**src/rtl/hp_bar_renderer.sv**
```systemverilog
// hp_bar_renderer: HUD health-bar pixel front end.
// Tracks player HP, runs a blink on the mask that was just lost, and for each
// DrawX/DrawY produces a registered sprite-ROM address, in-sprite flag and
// full/empty image select. Pixel outputs follow the input pixel by one cycle.
module hp_bar_renderer #(
    parameter int MAX_HP       = 5,
    parameter int SPR_W        = 12,
    parameter int SPR_H        = 16,
    parameter int X0           = 16,
    parameter int Y0           = 16,
    parameter int GAP          = 4,
    parameter int FLASH_FRAMES = 16
) (
    input  logic       vga_clk,
    input  logic       reset_n,
    input  logic [9:0] DrawX,
    input  logic [9:0] DrawY,
    input  logic       frame_start,
    input  logic       damage,
    input  logic       heal,
    output logic [7:0] rom_address,
    output logic       sprite_on,
    output logic       mask_full,
    output logic [2:0] hp,
    output logic       dead
);

    localparam int              CW       = $clog2(FLASH_FRAMES) + 1;
    localparam logic [2:0]      HP_MAX   = 3'(MAX_HP);
    localparam logic [CW-1:0]   CNT_LOAD = CW'(FLASH_FRAMES);
    localparam logic [CW-1:0]   CNT_ONE  = CW'(1);
    localparam logic [9:0]      Y_TOP    = 10'(Y0);
    localparam logic [9:0]      Y_BOT    = 10'(Y0 + SPR_H - 1);
    localparam logic [7:0]      W8       = 8'(SPR_W);

    typedef enum logic {IDLE = 1'b0, FLASH = 1'b1} state_t;

    state_t          state_q, state_d;
    logic [2:0]      hp_q, hp_d;
    logic            dead_q, dead_d;
    logic [CW-1:0]   flash_cnt_q, flash_cnt_d;
    logic [2:0]      flash_slot_q, flash_slot_d;
    logic [7:0]      rom_address_q, rom_address_d;
    logic            sprite_on_q, sprite_on_d;
    logic            mask_full_q, mask_full_d;

    logic            dmg_eff_s;
    logic            heal_eff_s;
    logic            y_in_s;
    logic [3:0]      ly_s;
    logic [3:0]      lx_sel_s;
    logic [MAX_HP-1:0] hit_s;
    logic [MAX_HP-1:0] full_s;
    logic [3:0]      lx_s [MAX_HP];

    // A pulse only counts when it actually moves HP; simultaneous pulses cancel.
    assign dmg_eff_s  = damage && !heal && (hp_q != 3'd0);
    assign heal_eff_s = heal && !damage && (hp_q != HP_MAX);

    assign y_in_s = (DrawY >= Y_TOP) && (DrawY <= Y_BOT);
    assign ly_s   = 4'(DrawY - Y_TOP);

    // One comparator pair per slot; slots never overlap so at most one hits.
    for (genvar g = 0; g < MAX_HP; g++) begin : g_slot
        localparam logic [9:0] SX  = 10'(X0 + g * (SPR_W + GAP));
        localparam logic [9:0] SXE = 10'(X0 + g * (SPR_W + GAP) + SPR_W - 1);
        assign hit_s[g]  = y_in_s && (DrawX >= SX) && (DrawX <= SXE);
        assign lx_s[g]   = 4'(DrawX - SX);
        assign full_s[g] = ((state_q == FLASH) && (flash_slot_q == 3'(g)))
                           ? flash_cnt_q[2] : (3'(g) < hp_q);
    end

    // Pick the local column of whichever slot is hit and form the pixel outputs.
    always_comb begin
        lx_sel_s = 4'd0;
        for (int i = 0; i < MAX_HP; i++) begin
            if (hit_s[i]) begin
                lx_sel_s = lx_sel_s | lx_s[i];
            end else begin
                lx_sel_s = lx_sel_s;
            end
        end
        sprite_on_d = |hit_s;
        mask_full_d = |(hit_s & full_s);
        if (sprite_on_d) begin
            rom_address_d = 8'(ly_s * W8) + {4'd0, lx_sel_s};
        end else begin
            rom_address_d = 8'd0;
        end
    end

    // HP arithmetic and flash FSM next state.
    always_comb begin
        hp_d         = hp_q;
        state_d      = state_q;
        flash_cnt_d  = flash_cnt_q;
        flash_slot_d = flash_slot_q;
        if (dmg_eff_s) begin
            hp_d = hp_q - 3'd1;
        end else if (heal_eff_s) begin
            hp_d = hp_q + 3'd1;
        end else begin
            hp_d = hp_q;
        end
        case (state_q)
            IDLE: begin
                if (dmg_eff_s) begin
                    state_d      = FLASH;
                    flash_cnt_d  = CNT_LOAD;
                    flash_slot_d = hp_q - 3'd1;
                end else begin
                    state_d = IDLE;
                end
            end
            FLASH: begin
                // Damage beats frame_start: reload rather than decrement.
                if (dmg_eff_s) begin
                    flash_cnt_d  = CNT_LOAD;
                    flash_slot_d = hp_q - 3'd1;
                end else if (heal_eff_s) begin
                    state_d     = IDLE;
                    flash_cnt_d = '0;
                end else if (frame_start) begin
                    flash_cnt_d = flash_cnt_q - CNT_ONE;
                    if (flash_cnt_q == CNT_ONE) begin
                        state_d = IDLE;
                    end else begin
                        state_d = FLASH;
                    end
                end else begin
                    state_d = FLASH;
                end
            end
            default: begin
                state_d     = IDLE;
                flash_cnt_d = '0;
            end
        endcase
        dead_d = (hp_d == 3'd0);
    end

    // State and pixel output registers; reset aborts any blink and restores full HP.
    always_ff @(posedge vga_clk or negedge reset_n) begin
        if (!reset_n) begin
            state_q       <= IDLE;
            hp_q          <= HP_MAX;
            dead_q        <= 1'b0;
            flash_cnt_q   <= '0;
            flash_slot_q  <= 3'd0;
            rom_address_q <= 8'd0;
            sprite_on_q   <= 1'b0;
            mask_full_q   <= 1'b0;
        end else begin
            state_q       <= state_d;
            hp_q          <= hp_d;
            dead_q        <= dead_d;
            flash_cnt_q   <= flash_cnt_d;
            flash_slot_q  <= flash_slot_d;
            rom_address_q <= rom_address_d;
            sprite_on_q   <= sprite_on_d;
            mask_full_q   <= mask_full_d;
        end
    end

    assign rom_address = rom_address_q;
    assign sprite_on   = sprite_on_q;
    assign mask_full   = mask_full_q;
    assign hp          = hp_q;
    assign dead        = dead_q;

endmodule

```
**config.mk**
```make
export PLATFORM = sky130hd
export DESIGN_NAME = hp_bar_renderer
export DESIGN_NICKNAME = d
export VERILOG_FILES = /design/src/rtl/hp_bar_renderer.sv
export SDC_FILE = /design/constraint.sdc
export NUM_CORES = 1
export LEC_CHECK = 0
export ABC_AREA = 1
export CORE_MARGIN = 2
export CORE_UTILIZATION = 50
export DETAILED_ROUTE_END_ITERATION = 16
export PLACE_DENSITY = 0.91
export SLEW_MARGIN = 20
export SYNTH_ARGS = -nofsm -noshare
export SYNTH_HDL_FRONTEND = slang
export SYNTH_SLANG_ARGS = --single-unit
```
**constraint.sdc**
```tcl
create_clock -name vga_clk -period 2.2 [get_ports vga_clk]
set_clock_uncertainty 0.05 [all_clocks]
set_input_delay 0.44 -clock vga_clk [delete_from_list [all_inputs] [get_ports vga_clk]]
set_output_delay 0.44 -clock vga_clk [all_outputs]
set_load 0.03 [all_outputs]
```
* Word-level counts from Yosys, hierarchy flattened
Cells that the tools add are included.
Cells by class: reductions and logical operators 28, equal/unequal tests 8, bitwise operators 6, $add $sub $neg 10, muxes and demuxes 25, $mul 1, magnitude comparators 17
Operators with widths (count):
- 4-bit by 1-bit subtractor with 4-bit output (second input constant) | 6
- 10-bit by 5-bit greater-or-equal comparator with 1-bit output (second input constant) | 2
- 10-bit by 6-bit greater-or-equal comparator with 1-bit output (second input constant) | 2
- 10-bit by 7-bit greater-or-equal comparator with 1-bit output (second input constant) | 2
- 10-bit by 5-bit less-or-equal comparator with 1-bit output (second input constant) | 2
- 10-bit by 6-bit less-or-equal comparator with 1-bit output (second input constant) | 2
- 10-bit by 7-bit less-or-equal comparator with 1-bit output (second input constant) | 2
- 1-bit logical AND | 20
- 4-bit two-way mux | 5
- 5-bit two-way mux | 4
- 4-bit OR | 4
- 1-bit two-way mux | 10
- 5-bit one-hot mux with 2 select lines | 1
- 5-bit OR reduction | 2
- 3-bit two-way mux | 3
- 8-bit by 4-bit adder with 8-bit output | 1
- 8-bit two-way mux | 1
- 3-bit by 2-bit equality test with 1-bit output (second input constant) | 2
- 3-bit logical NOT | 2
- 1-bit by 3-bit < comparator with 1-bit output (first input constant) | 2
- 2-bit by 3-bit < comparator with 1-bit output (first input constant) | 2
- 4-bit by 2-bit multiplier with 6-bit output (second input constant) | 1
- 5-bit AND | 1
- 5-bit by 1-bit equality test with 1-bit output (second input constant) | 1
- other kinds (14) | 15
Word-level totals: bits in registers 23, word-level logic and storage cells 103, output and inout port bits 14, input port bits 25

* Logic depth before layout (Yosys ltp)
Gate-level depths: netlist of the first run.
depth after elaboration 15, gate-level depth with buffers 18, mapped depth without buffers 17

* Worst setup path before layout of the first run
No wires, ideal clock.
path type input to register, start input DrawX[2], end register rom_address_q[6], in the netlist rom_address[6], stages 14, setup time 120 ps, required time 2030 ps, path slack 28 ps, path buffers 1, data arrival time 2003 ps, path through nand2_1 nand3_1 inv_1 o21ai_1 nand2_1 nor2_2 buf_6 nor2_1 ha_1 fa_1 nand2_1 nor2_1 xor2_1 nor2_1
On the way: longest elaborated chain between the ends 14, elaborated cells between the ends (all ways) 37, those cells by class add/sub (6); order compare (10); mux (6); bitwise (4); reduce/logical (11)
RTL lines:
- start: declaration | line 16 | input logic [9:0] DrawX,
- 10-bit by 5-bit greater-or-equal comparator with 1-bit output | line 67 | assign hit_s[g] = y_in_s && (DrawX >= SX) && (DrawX <= SXE);
- 1-bit logical AND (2 in a row) | line 67
- 4-bit two-way mux | line 77 | if (hit_s[i]) begin
- 4-bit OR | line 78 | lx_sel_s = lx_sel_s | lx_s[i];
- 4-bit two-way mux | line 77
- 4-bit OR | line 78
- 4-bit two-way mux | line 77
- 4-bit OR | line 78
- 4-bit two-way mux | line 77
- 4-bit OR | line 78
- 4-bit two-way mux | line 77
- 8-bit by 4-bit adder with 8-bit output | line 86 | rom_address_d = 8'(ly_s * W8) + {4'd0, lx_sel_s};
- 8-bit two-way mux (*) | line 85 | if (sprite_on_d) begin
- named net rom_address_d[6] | line 43 | logic [7:0] rom_address_q, rom_address_d;
- end signal: assignment | line 159 | rom_address_q <= rom_address_d;
- end: declaration | line 43
Mark *: on every way through the listed nets, which the timed path passes. The rest lies on a longest branch. A chain may end at the register's enable or synchronous reset.

* Worst setup path after layout of the first run
start register hp_q[0], in the netlist hp[0], end output hp[0]
RTL lines:
- start: declaration | line 39 | logic [2:0] hp_q, hp_d;
- start signal: assignment | line 155 | hp_q <= hp_d;
- end: declaration | line 24 | output logic [2:0] hp,
No word-level cell between the ends.

==> flow_summary.yaml, run 1 <==
clocking:
  number_of_clock_sinks_seen_by_cts: 23
  clock_latency_of_the_later_clocked_register_in_the_worst_skew_pair_ps: 330
  cts_htree_levels: 1
  cts_hold_repair.buffers: 0
  cts_made_buffers: 3
  tritoncts: "yes"
  clock_tree.root_cell: "sky130_fd_sc_hd__clkbuf_4"
  worst_setup_hold_path_clk_slew_ps: 140
  cts_buffer_depth: 2
floorplan:
  core_area_sq_um: 3280
  design.portCount: 39
  initial_cell_density_of_the_core_pct: 51.3
  die_h_microns: 62.1
  placement_rows: 21
  die_width_microns: 62.1
  fp.dieArea_sq_um: 3850
yosys:
  synth_flop_cell: "sky130_fd_sc_hd__dfrtp_1"
  yosys-top-cells-area: "sky130_fd_sc_hd__dfrtp_1 31%, sky130_fd_sc_hd__ha_1 11%, sky130_fd_sc_hd__nand2_1 9.4%, sky130_fd_sc_hd__inv_1 8.9%, sky130_fd_sc_hd__nor2_1 6.0%"
  seq_area_frac_synth_pct: 34.3
  synthMostInstantiatedCell: "sky130_fd_sc_hd__nand2_1"
  postSynthCellCount: 220
  post-synth-top-area-fraction_pct: 31.2
  synth_edf_count: 0
  synth_nets: 262
  synth_top_area_cell: "sky130_fd_sc_hd__dfrtp_1"
  asyncSetResetFlopFracSynth_pct: 100
  netlist_top_cells_count: "42 x sky130_fd_sc_hd__nand2_1, 40 x sky130_fd_sc_hd__inv_1, 27 x sky130_fd_sc_hd__nor2_1"
  synth.cell_area_sq_um: 1690
  synth_warnings: 0
  syn-mean-instance-area_sq_um: 7.66
  seq_cells_post_synth: 23
  netlist-cell-type-count: 25
placed_design:
  dp_worst_setup_slack_ps: -518
  port_buffers: 38
  dp_hpwl_microns: 3100
  gp_routability_congestion: 0.860
global_route:
  first_global_vias: 1582
  grt_max_degree: 24
  grt_first_pass_wirelength_microns: 7060
  globalRouteOverflowTotal: 0
  antenna_found_initial: 0
  grt.total_usage_pct: 25.5
sta:
  finalSetupViolations: 0
  finalMaxSlewViolations: 0
  whs_ps: 419
  period_share_pct: 97.2
  achievable-frequency_mhz: 468
  finalHoldViolCount: 0
  tightest_slew_ps: 315
  slew_headroom_pct: 78.9
  final.min_clock_period_ps: 2140
  final.setup.worst_slack_ps: 61.2
routing:
  detailedRoute.firstIterationViolations: 207
  avgViaCountPerCell: 5.24
  routed.top_layer: "met4"
  routed-wl-met2_microns: 2550
  drt_drc_violations_left: 0
  detail_route.wirelength_microns: 4960
  antenna_violating_nets_post_route: 0
  routed-via-count: 1775
  firstDrtPassIters: 4
  wl_met3_microns: 263
  drt-wirelength-per-cell_microns: 14.6
  drt-met1-wl_microns: 1920
worst_setup_path:
  critical-path-slowest-cell: "sky130_fd_sc_hd__clkdlybuf4s50_1"
  worst_path_largest_cell_delay_ps: 690
  timing.setup.critical_path_class: "reg2out"
  worstPathCellList: "clkdlybuf4s50_1"
  cp-end-kind: "output pin"
  cp_data_required_time_ps: 1710
  worst_path_dominant_cell_family: "buffers and inverters"
  critPathLaunchType: "flop"
  crit_fanout: 8
  worst-endpoint-arrival_ps: 1650
  worst-path-buf-inv: 1
power:
  pwr_density_cell_nw_per_um2: 767
  worst_voltage_drop_across_the_vdd_grid_mv: 0.455
  power_leakage_nw: 1.32
  power_mw: 1.88
min_path:
  hold_wc_path_type: "in2async"
final_layout:
  fraction_of_final_layout_cells_sized_beyond_drive_strength_1_pct: 28.7
  layout-area-overhead-vs-synth_pct: 45.5
  n_fill_cell: 207
  nNetsFinal: 336
  diodes: 0
  final_core_utilization_pct: 74.7
run_status:
  run_status: "completed"
run:
  number_of_violations_of_the_max_capacitance_limit: 0
-- cells by family after synthesis --
kind of cell / synth area share (%)
DFF: 34.3
buffers and inverters: 10.9
xor gates and xnor gates: 3.64
AOI/OAI and AO/OA: 9.73
and+or+nand+nor: 27.9
adders and majority gates: 13.5
-- through the flow --
stage	TNS (ps)	cells	area (sq um)
after floorplan	0	220	1690
after global placement	-1850	325	2270
after detailed placement	-2200	325	2270
after CTS	0	337	2390
after global routing	-163	339	2450
final	0	339	2450
-- registers in the layout (all words and copies together) (netlist names) --
register / cells
dead: 1
flash_cnt_q: 5
flash_slot_q: 3
hp: 3
mask_full: 1
rom_address: 8
sprite_on: 1
state_q: 1
-- layout by cell type (no fill, tap or decap) --
master and count:
sky130_fd_sc_hd__clkbuf_2 4, sky130_fd_sc_hd__ha_1 14, sky130_fd_sc_hd__dlymetal6s2s_1 5, sky130_fd_sc_hd__nand2_4 1
sky130_fd_sc_hd__o21ai_0 14, sky130_fd_sc_hd__ha_2 1, sky130_fd_sc_hd__nor3_4 1, sky130_fd_sc_hd__o21ai_2 1
sky130_fd_sc_hd__xor2_1 6, sky130_fd_sc_hd__o21ai_1 2, sky130_fd_sc_hd__nand3_2 3, sky130_fd_sc_hd__nand4_1 6
sky130_fd_sc_hd__o22ai_1 1, sky130_fd_sc_hd__dlygate4sd2_1 8, sky130_fd_sc_hd__clkinv_2 1, sky130_fd_sc_hd__fa_2 1
sky130_fd_sc_hd__nand2_1 33, sky130_fd_sc_hd__inv_1 38, sky130_fd_sc_hd__buf_4 33, sky130_fd_sc_hd__dfrtp_1 21
sky130_fd_sc_hd__o21ai_4 1, sky130_fd_sc_hd__fa_1 1, sky130_fd_sc_hd__nor3_1 2, sky130_fd_sc_hd__dfstp_2 2
sky130_fd_sc_hd__nor2_4 7, sky130_fd_sc_hd__clkdlybuf4s50_1 21, sky130_fd_sc_hd__nand3_4 1, sky130_fd_sc_hd__inv_2 5
sky130_fd_sc_hd__nor2_2 9, sky130_fd_sc_hd__a21oi_1 8, sky130_fd_sc_hd__a21oi_4 1, sky130_fd_sc_hd__nor2_1 18
sky130_fd_sc_hd__nand3_1 10, sky130_fd_sc_hd__xnor2_1 1, sky130_fd_sc_hd__clkbuf_4 3, sky130_fd_sc_hd__nand2_2 9
-- path summary, 6_finish.rpt --
path                                      from             end  slack, ps  cells after the start
worst min-delay path                   reset_n  rom_address[1]        420                      2
worst max register to register           hp[0]            dead        400                      9
worst min register to register  flash_cnt_q[0]  flash_cnt_q[0]        490                      1
worst max-delay path                     hp[0]           hp[0]         60                      1
max in group asynchronous              reset_n           hp[2]       1390                      2
min in group vga_clk                  DrawX[0]  rom_address[0]        440                      4
-- power breakdown --
part           internal (mW)  switching [mW]  total, mW
Combinational          0.374           0.625      0.999
Clock                 0.0685           0.145      0.213
Sequential             0.544           0.125      0.670
-- area by class of cell --
| type | instances | area [sq um] | area share (%) |
|---|---|---|---|
| clock buffers | 3 | 22.5 | 0.918 |
| clock inverters | 1 | 5.00 | 0.204 |
| inverters | 43 | 161 | 6.58 |
| multi-input cells | 152 | 1020 | 41.5 |
| flip-flops and latches | 23 | 578 | 23.6 |
| well taps | 46 | 57.6 | 2.35 |
| repair buffers | 71 | 611 | 24.9 |
-- what timing repair did --
item	in CTS	in global routing
pin swaps	20	18
setup buffers	8	2
endpoints found under the setup margin	5	6
resized for setup	27	29
-- metal layers --
metal  vias to the layer above  track usage, %
met5                         -               0
met1                       829            29.2
li1                        835               -
met3                        29            8.07
met2                        82            41.2
met4                         0            15.8
Power figures use the tool's default switching activity.
==> run 2, diff against run 1 <==
--- a/config.mk
+++ b/config.mk
@@ -8,6 +8,7 @@
 export ABC_AREA = 1
 export CORE_MARGIN = 2
 export CORE_UTILIZATION = 50
+export CTS_BUF_LIST = sky130_fd_sc_hd__clkbuf_8
 export DETAILED_ROUTE_END_ITERATION = 16
 export PLACE_DENSITY = 0.91
 export SLEW_MARGIN = 20
==> flow_summary.yaml, run 2 (synthesis gave the netlist of run 1 again) <==
worst_setup_path:
  critPathLaunchType: "input pin"
  crit-reg2reg-launch: "hp[0]"
  cp-end-kind: "flop"
  timing.setup.critical_path_class: "in2reg"
  r2r_end: "dead"
  crit_fanout: 3
  worst-endpoint-arrival_ps: 2420
  register_to_register_setup_slack_ps: 400
  reg2regPathDepth: 9
  cp_data_required_time_ps: 2350
clocking:
  clock_latency_of_the_later_clocked_register_in_the_worst_skew_pair_ps: 280
  cts_htree_levels: 1
  cts_made_buffers: 3
  worst_setup_hold_path_clk_slew_ps: 90
  cts_hold_repair.buffers: 0
  number_of_clock_sinks_seen_by_cts: 23
  tritoncts: "yes"
  cts_buffer_depth: 2
  clock_tree.root_cell: "sky130_fd_sc_hd__clkbuf_8"
global_route:
  grt.total_usage_pct: 25.3
  first_global_vias: 1556
  globalRouteOverflowTotal: 0
  grt_first_pass_wirelength_microns: 6930
  grt_max_degree: 24
  antenna_found_initial: 0
routing:
  detailedRoute.firstIterationViolations: 184
  firstDrtPassIters: 4
  drt_drc_violations_left: 0
  routed-wl-met2_microns: 2860
  detail_route.wirelength_microns: 5670
  drt-wirelength-per-cell_microns: 16.7
  avgViaCountPerCell: 5.36
  wl_met3_microns: 354
  routed-via-count: 1823
  drt-met1-wl_microns: 2150
  antenna_violating_nets_post_route: 0
  routed.top_layer: "met4"
sta:
  slew_headroom_pct: 77.6
  finalMaxSlewViolations: 0
  achievable-frequency_mhz: 441
  final.setup.worst_slack_ps: -67.3
  setup_total_negative_slack_ps: -169
  finalSetupViolations: 4
  final.min_clock_period_ps: 2270
  finalHoldViolCount: 0
  tightest_slew_ps: 336
  period_share_pct: 103
floorplan:
  die_width_microns: 62.1
  placement_rows: 21
  initial_cell_density_of_the_core_pct: 51.3
  die_h_microns: 62.1
  core_area_sq_um: 3280
  design.portCount: 39
  fp.dieArea_sq_um: 3850
final_layout:
  largest_register_ffs: 8
  final_core_utilization_pct: 77.1
  multiInputGateArea_sq_um: 1070
  nNetsFinal: 337
  layout_commonest_cell: "sky130_fd_sc_hd__inv_1"
  n_fill_cell: 192
  layout-area-overhead-vs-synth_pct: 50.3
  sequential_cell_area_sq_um: 578
  most-common-layout-cells: "36 x sky130_fd_sc_hd__inv_1, 34 x sky130_fd_sc_hd__buf_4, 30 x sky130_fd_sc_hd__nand2_1"
  diodes: 0
  fraction_of_final_layout_cells_sized_beyond_drive_strength_1_pct: 31.6
power:
  pwr_density_cell_nw_per_um2: 784
  power_leakage_nw: 1.32
  power_mw: 1.99
  worst_voltage_drop_across_the_vdd_grid_mv: 0.487
placed_design:
  gp_routability_congestion: 0.860
  dp_hpwl_microns: 3100
  port_buffers: 38
run_status:
  failing_checks: "negative setup slack"
  run_status: "complete, but fails checks"
run:
  number_of_violations_of_the_max_capacitance_limit: 0
min_path:
  hold_wc_path_type: "in2async"
==> run 2: layer usage <==
metal	GRT usage, %	vias up
met2	41.1	100
li1	-	836
met3	6.21	35
met4	16.7	0
met5	0	-
met1	29.4	852
==> run 2: per-stage QoR <==
stage | instances | setup slack, ps | area (sq um) | hold slack [ps]
final | 340 | -67.3 | 2530 | 485
after global routing | 340 | -343 | 2530 | 504
after CTS | 338 | 12.3 | 2410 | 491
after detailed placement | 325 | -518 | 2270 | 479
after global placement | 325 | -427 | 2270 | 462
after floorplan | 220 | 27.8 | 1690 | 94.4
==> run 2: worst max path at each step <==
stage / to / slack, ps / from
floorplan: rom_address[6] / 30 / DrawX[2]
global placement: rom_address[6] / -430 / DrawX[2]
detailed placement: rom_address[6] / -520 / DrawX[2]
CTS: rom_address[6] / 10 / DrawX[1]
global route: rom_address[7] / -340 / DrawY[6]
finish: rom_address[7] / -70 / DrawY[6]
==> run 2: critical path: stages <==
cell and delay (ps):
sky130_fd_sc_hd__clkdlybuf4s15_1 200, sky130_fd_sc_hd__nor2_2 170, sky130_fd_sc_hd__nand3_4 140, sky130_fd_sc_hd__nor2_4 230
sky130_fd_sc_hd__nand3_4 120, sky130_fd_sc_hd__nand2_4 100, sky130_fd_sc_hd__nor2_4 60, sky130_fd_sc_hd__nor2_2 100
sky130_fd_sc_hd__ha_2 220, sky130_fd_sc_hd__nand2_2 50, sky130_fd_sc_hd__nand2_2 70, sky130_fd_sc_hd__nand2_2 60
sky130_fd_sc_hd__nor2_2 120, sky130_fd_sc_hd__nand3_1 90, sky130_fd_sc_hd__nand2_1 70, sky130_fd_sc_hd__inv_1 30
sky130_fd_sc_hd__nor3_1 140
==> run 2: what timing repair did <==
action                                  CTS  global route
resized for setup                        30            46
pin swaps                                24            25
setup buffers                             9             2
endpoints found under the setup margin    5             6
==> run 2: cell type report <==
| class | instances | share of cell area (%) |
|---|---|---|
| Multi-Input combinational cell | 152 | 42.4 |
| Clock buffer | 3 | 1.63 |
| Clock inverter | 1 | 0.198 |
| Sequential cell | 23 | 22.8 |
| Tap cell | 46 | 2.27 |
| Inverter | 43 | 6.37 |
| Timing Repair Buffer | 72 | 24.3 |
==> run 2: report_power, final <==
group	leakage, nW	internal (mW)	total [mW]	switching, mW
clock	0.0255	0.127	0.283	0.156
combinational	0.999	0.379	1.03	0.652
sequential	0.298	0.545	0.673	0.128
total	1.32	1.05	1.99	0.935
==> run 3, diff against run 2 <==
--- a/config.mk
+++ b/config.mk
@@ -5,12 +5,12 @@
 export SDC_FILE = /design/constraint.sdc
 export NUM_CORES = 1
 export LEC_CHECK = 0
-export ABC_AREA = 1
-export CORE_MARGIN = 2
+export CORE_MARGIN = 1
 export CORE_UTILIZATION = 50
 export CTS_BUF_LIST = sky130_fd_sc_hd__clkbuf_8
 export DETAILED_ROUTE_END_ITERATION = 16
-export PLACE_DENSITY = 0.91
+export PLACE_DENSITY = 0.92
+export REMOVE_ABC_BUFFERS = 1
 export SLEW_MARGIN = 20
 export SYNTH_ARGS = -nofsm -noshare
 export SYNTH_HDL_FRONTEND = slang
==> flow_summary.yaml, run 3 <==
clocking:
  clock_latency_of_the_later_clocked_register_in_the_worst_skew_pair_ps: 260
  clock_tree.root_cell: "sky130_fd_sc_hd__clkbuf_8"
  cts_hold_repair.buffers: 0
  number_of_clock_sinks_seen_by_cts: 23
  cts_made_buffers: 3
  tritoncts: "yes"
  worst_setup_hold_path_clk_slew_ps: 90
  cts_htree_levels: 1
  cts_buffer_depth: 2
sta:
  tightest_slew_ps: 362
  period_share_pct: 105
  achievable-frequency_mhz: 433
  slew_headroom_pct: 75.8
  finalHoldViolCount: 0
  final.min_clock_period_ps: 2310
  finalMaxSlewViolations: 0
  finalSetupViolations: 4
  unrepaired_setup_endpoints_after_global_routing: "true"
  final.setup.worst_slack_ps: -108
routing:
  antenna_violating_nets_post_route: 0
  detailedRoute.firstIterationViolations: 77
  detail_route.wirelength_microns: 3890
  drt_drc_violations_left: 0
  avgViaCountPerCell: 5.34
  drt-wirelength-per-cell_microns: 14.1
  routed-via-count: 1473
  firstDrtPassIters: 4
yosys:
  postSynthCellCount: 163
  synth_fa_ha_area_share_pct: 14.3
  synthMostInstantiatedCell: "sky130_fd_sc_hd__dfrtp_1"
  synth.cell_area_sq_um: 1590
  synth_flop_cell: "sky130_fd_sc_hd__dfrtp_1"
  asyncSetResetFlopFracSynth_pct: 100
  seq_cells_post_synth: 23
  syn-mean-instance-area_sq_um: 9.74
  synth_simple_gate_area_share_pct: 21.7
  netlist-cell-type-count: 46
  muxShareOfSynthArea_pct: 2.05
  synth_warnings: 0
  synth_compound_area_share_pct: 17.3
  synth-xor-area-share_pct: 3.31
  post-synth-top-area-fraction_pct: 33.1
  dominant_combinational_cell_family_by_area_after_synthesis: "simple AND/OR/NAND/NOR gates"
  netlist_top_cells_count: "21 x sky130_fd_sc_hd__dfrtp_1, 15 x sky130_fd_sc_hd__ha_1, 13 x sky130_fd_sc_hd__inv_1"
  yosys-top-cells-area: "sky130_fd_sc_hd__dfrtp_1 33%, sky130_fd_sc_hd__ha_1 12%, sky130_fd_sc_hd__dfstp_2 3.3%, sky130_fd_sc_hd__and2_1 3.2%, sky130_fd_sc_hd__inv_1 3.1%"
  synth_top_area_cell: "sky130_fd_sc_hd__dfrtp_1"
  seq_area_frac_synth_pct: 36.4
  synth_edf_count: 0
final_layout:
  diodes: 0
  nNetsFinal: 275
  instances_no_fill: 276
  largest_register_ffs: 8
  layout_commonest_cell: "sky130_fd_sc_hd__buf_4"
  most-common-layout-cells: "29 x sky130_fd_sc_hd__buf_4, 22 x sky130_fd_sc_hd__clkdlybuf4s50_1, 21 x sky130_fd_sc_hd__dfrtp_1"
  final_core_utilization_pct: 76.5
  layout-area-overhead-vs-synth_pct: 45.9
  fraction_of_final_layout_cells_sized_beyond_drive_strength_1_pct: 27.2
global_route:
  grt_first_pass_wirelength_microns: 6230
  globalRouteOverflowTotal: 0
  grt_max_degree: 24
  grt.total_usage_pct: 24.2
  first_global_vias: 1391
  antenna_found_initial: 0
worst_setup_path:
  crit_fanout: 3
  critPathLaunchType: "input pin"
  cp_data_required_time_ps: 2300
  worst-endpoint-arrival_ps: 2410
  timing.setup.critical_path_class: "in2reg"
  cp-end-kind: "flop"
power:
  power_leakage_nw: 1.10
  power_mw: 1.96
  pwr_density_cell_nw_per_um2: 844
  worst_voltage_drop_across_the_vdd_grid_mv: 0.844
floorplan:
  die_width_microns: 58.4
  design.portCount: 39
  fp.dieArea_sq_um: 3400
  core_area_sq_um: 3030
  initial_cell_density_of_the_core_pct: 52.4
  die_h_microns: 58.4
  placement_rows: 20
run_status:
  failing_checks: "negative setup slack"
  run_status: "complete, but fails checks"
placed_design:
  numPlacedInstances: 270
  port_buffers: 38
  dp_hpwl_microns: 2640
  gp_routability_congestion: 0.802
run:
  number_of_violations_of_the_max_capacitance_limit: 0
min_path:
  hold_wc_path_type: "in2async"
[run 3: where the power goes]
part,internal [mW],switching (mW),total [mW]
clock network,0.126,0.134,0.260
logic,0.472,0.529,1.00
registers,0.548,0.147,0.695
[run 3: metrics by stage]
stage	area [sq um]	hold slack (ps)	setup WS (ps)	TNS (ps)
floorplan	1560	94.4	-548	-1470
global placement	2210	468	-705	-2880
detailed placement	2210	476	-764	-3350
CTS	2280	478	2.97	0
global route	2320	483	-156	-511
finish	2320	469	-108	-182
[run 3: path summary, 6_finish.rpt]
check	start	endpoint	slack, ps	cells after the start
max	DrawX[5]	rom_address[4]	-110	11
min	reset_n	flash_cnt_q[1]	470	2
max reg2reg	hp[0]	dead	290	7
min reg2reg	flash_cnt_q[4]	flash_cnt_q[4]	490	2
max in group asynchronous	reset_n	hp[2]	1340	2
min in group vga_clk	flash_cnt_q[4]	flash_cnt_q[4]	490	2
[run 3: what timing repair did]
item | CTS | global route
gates resized for setup | 45 | 6
endpoints found under the hold margin | 0 | 0
buffers inserted | 1 | 1
pin swaps | 13 | 5
setup endpoints to repair | 5 | 5
[run 3: worst max-delay path, cell delays in order]
cell and delay [ps]:
sky130_fd_sc_hd__dlygate4sd2_1 280, sky130_fd_sc_hd__nor3_2 190, sky130_fd_sc_hd__a211oi_2 80, sky130_fd_sc_hd__and2_1 170
sky130_fd_sc_hd__ha_2 180, sky130_fd_sc_hd__buf_4 130, sky130_fd_sc_hd__buf_6 110, sky130_fd_sc_hd__fa_2 390
sky130_fd_sc_hd__buf_4 150, sky130_fd_sc_hd__xor2_1 130, sky130_fd_sc_hd__and2_1 160
[run 3: final cells by class]
class                      count  area, sq um
clock buffer                   3         41.3
clock inverter                 1         5.00
fill                         185          711
inverter                      13         48.8
multi-input combinational    124         1010
sequential                    23          578
tap                           44         55.1
timing repair buffer          68          582
[run 3: layer usage]
layer | GRT usage (%) | wire length, microns
met2 | 41.4 | 1920
met3 | 2.64 | 172
met4 | 11.6 | 129
met1 | 30.9 | 1670
met5 | 0 | 0
[run 3: cells by family (layout without fill, tap and decap cells)]
group	count (synthesis)	after routing
buf+inv	16	85
compound gates	38	38
mux	3	3
xor+xnor	6	6
flops	23	23
simple gates	60	60
fa+ha+maj	17	17
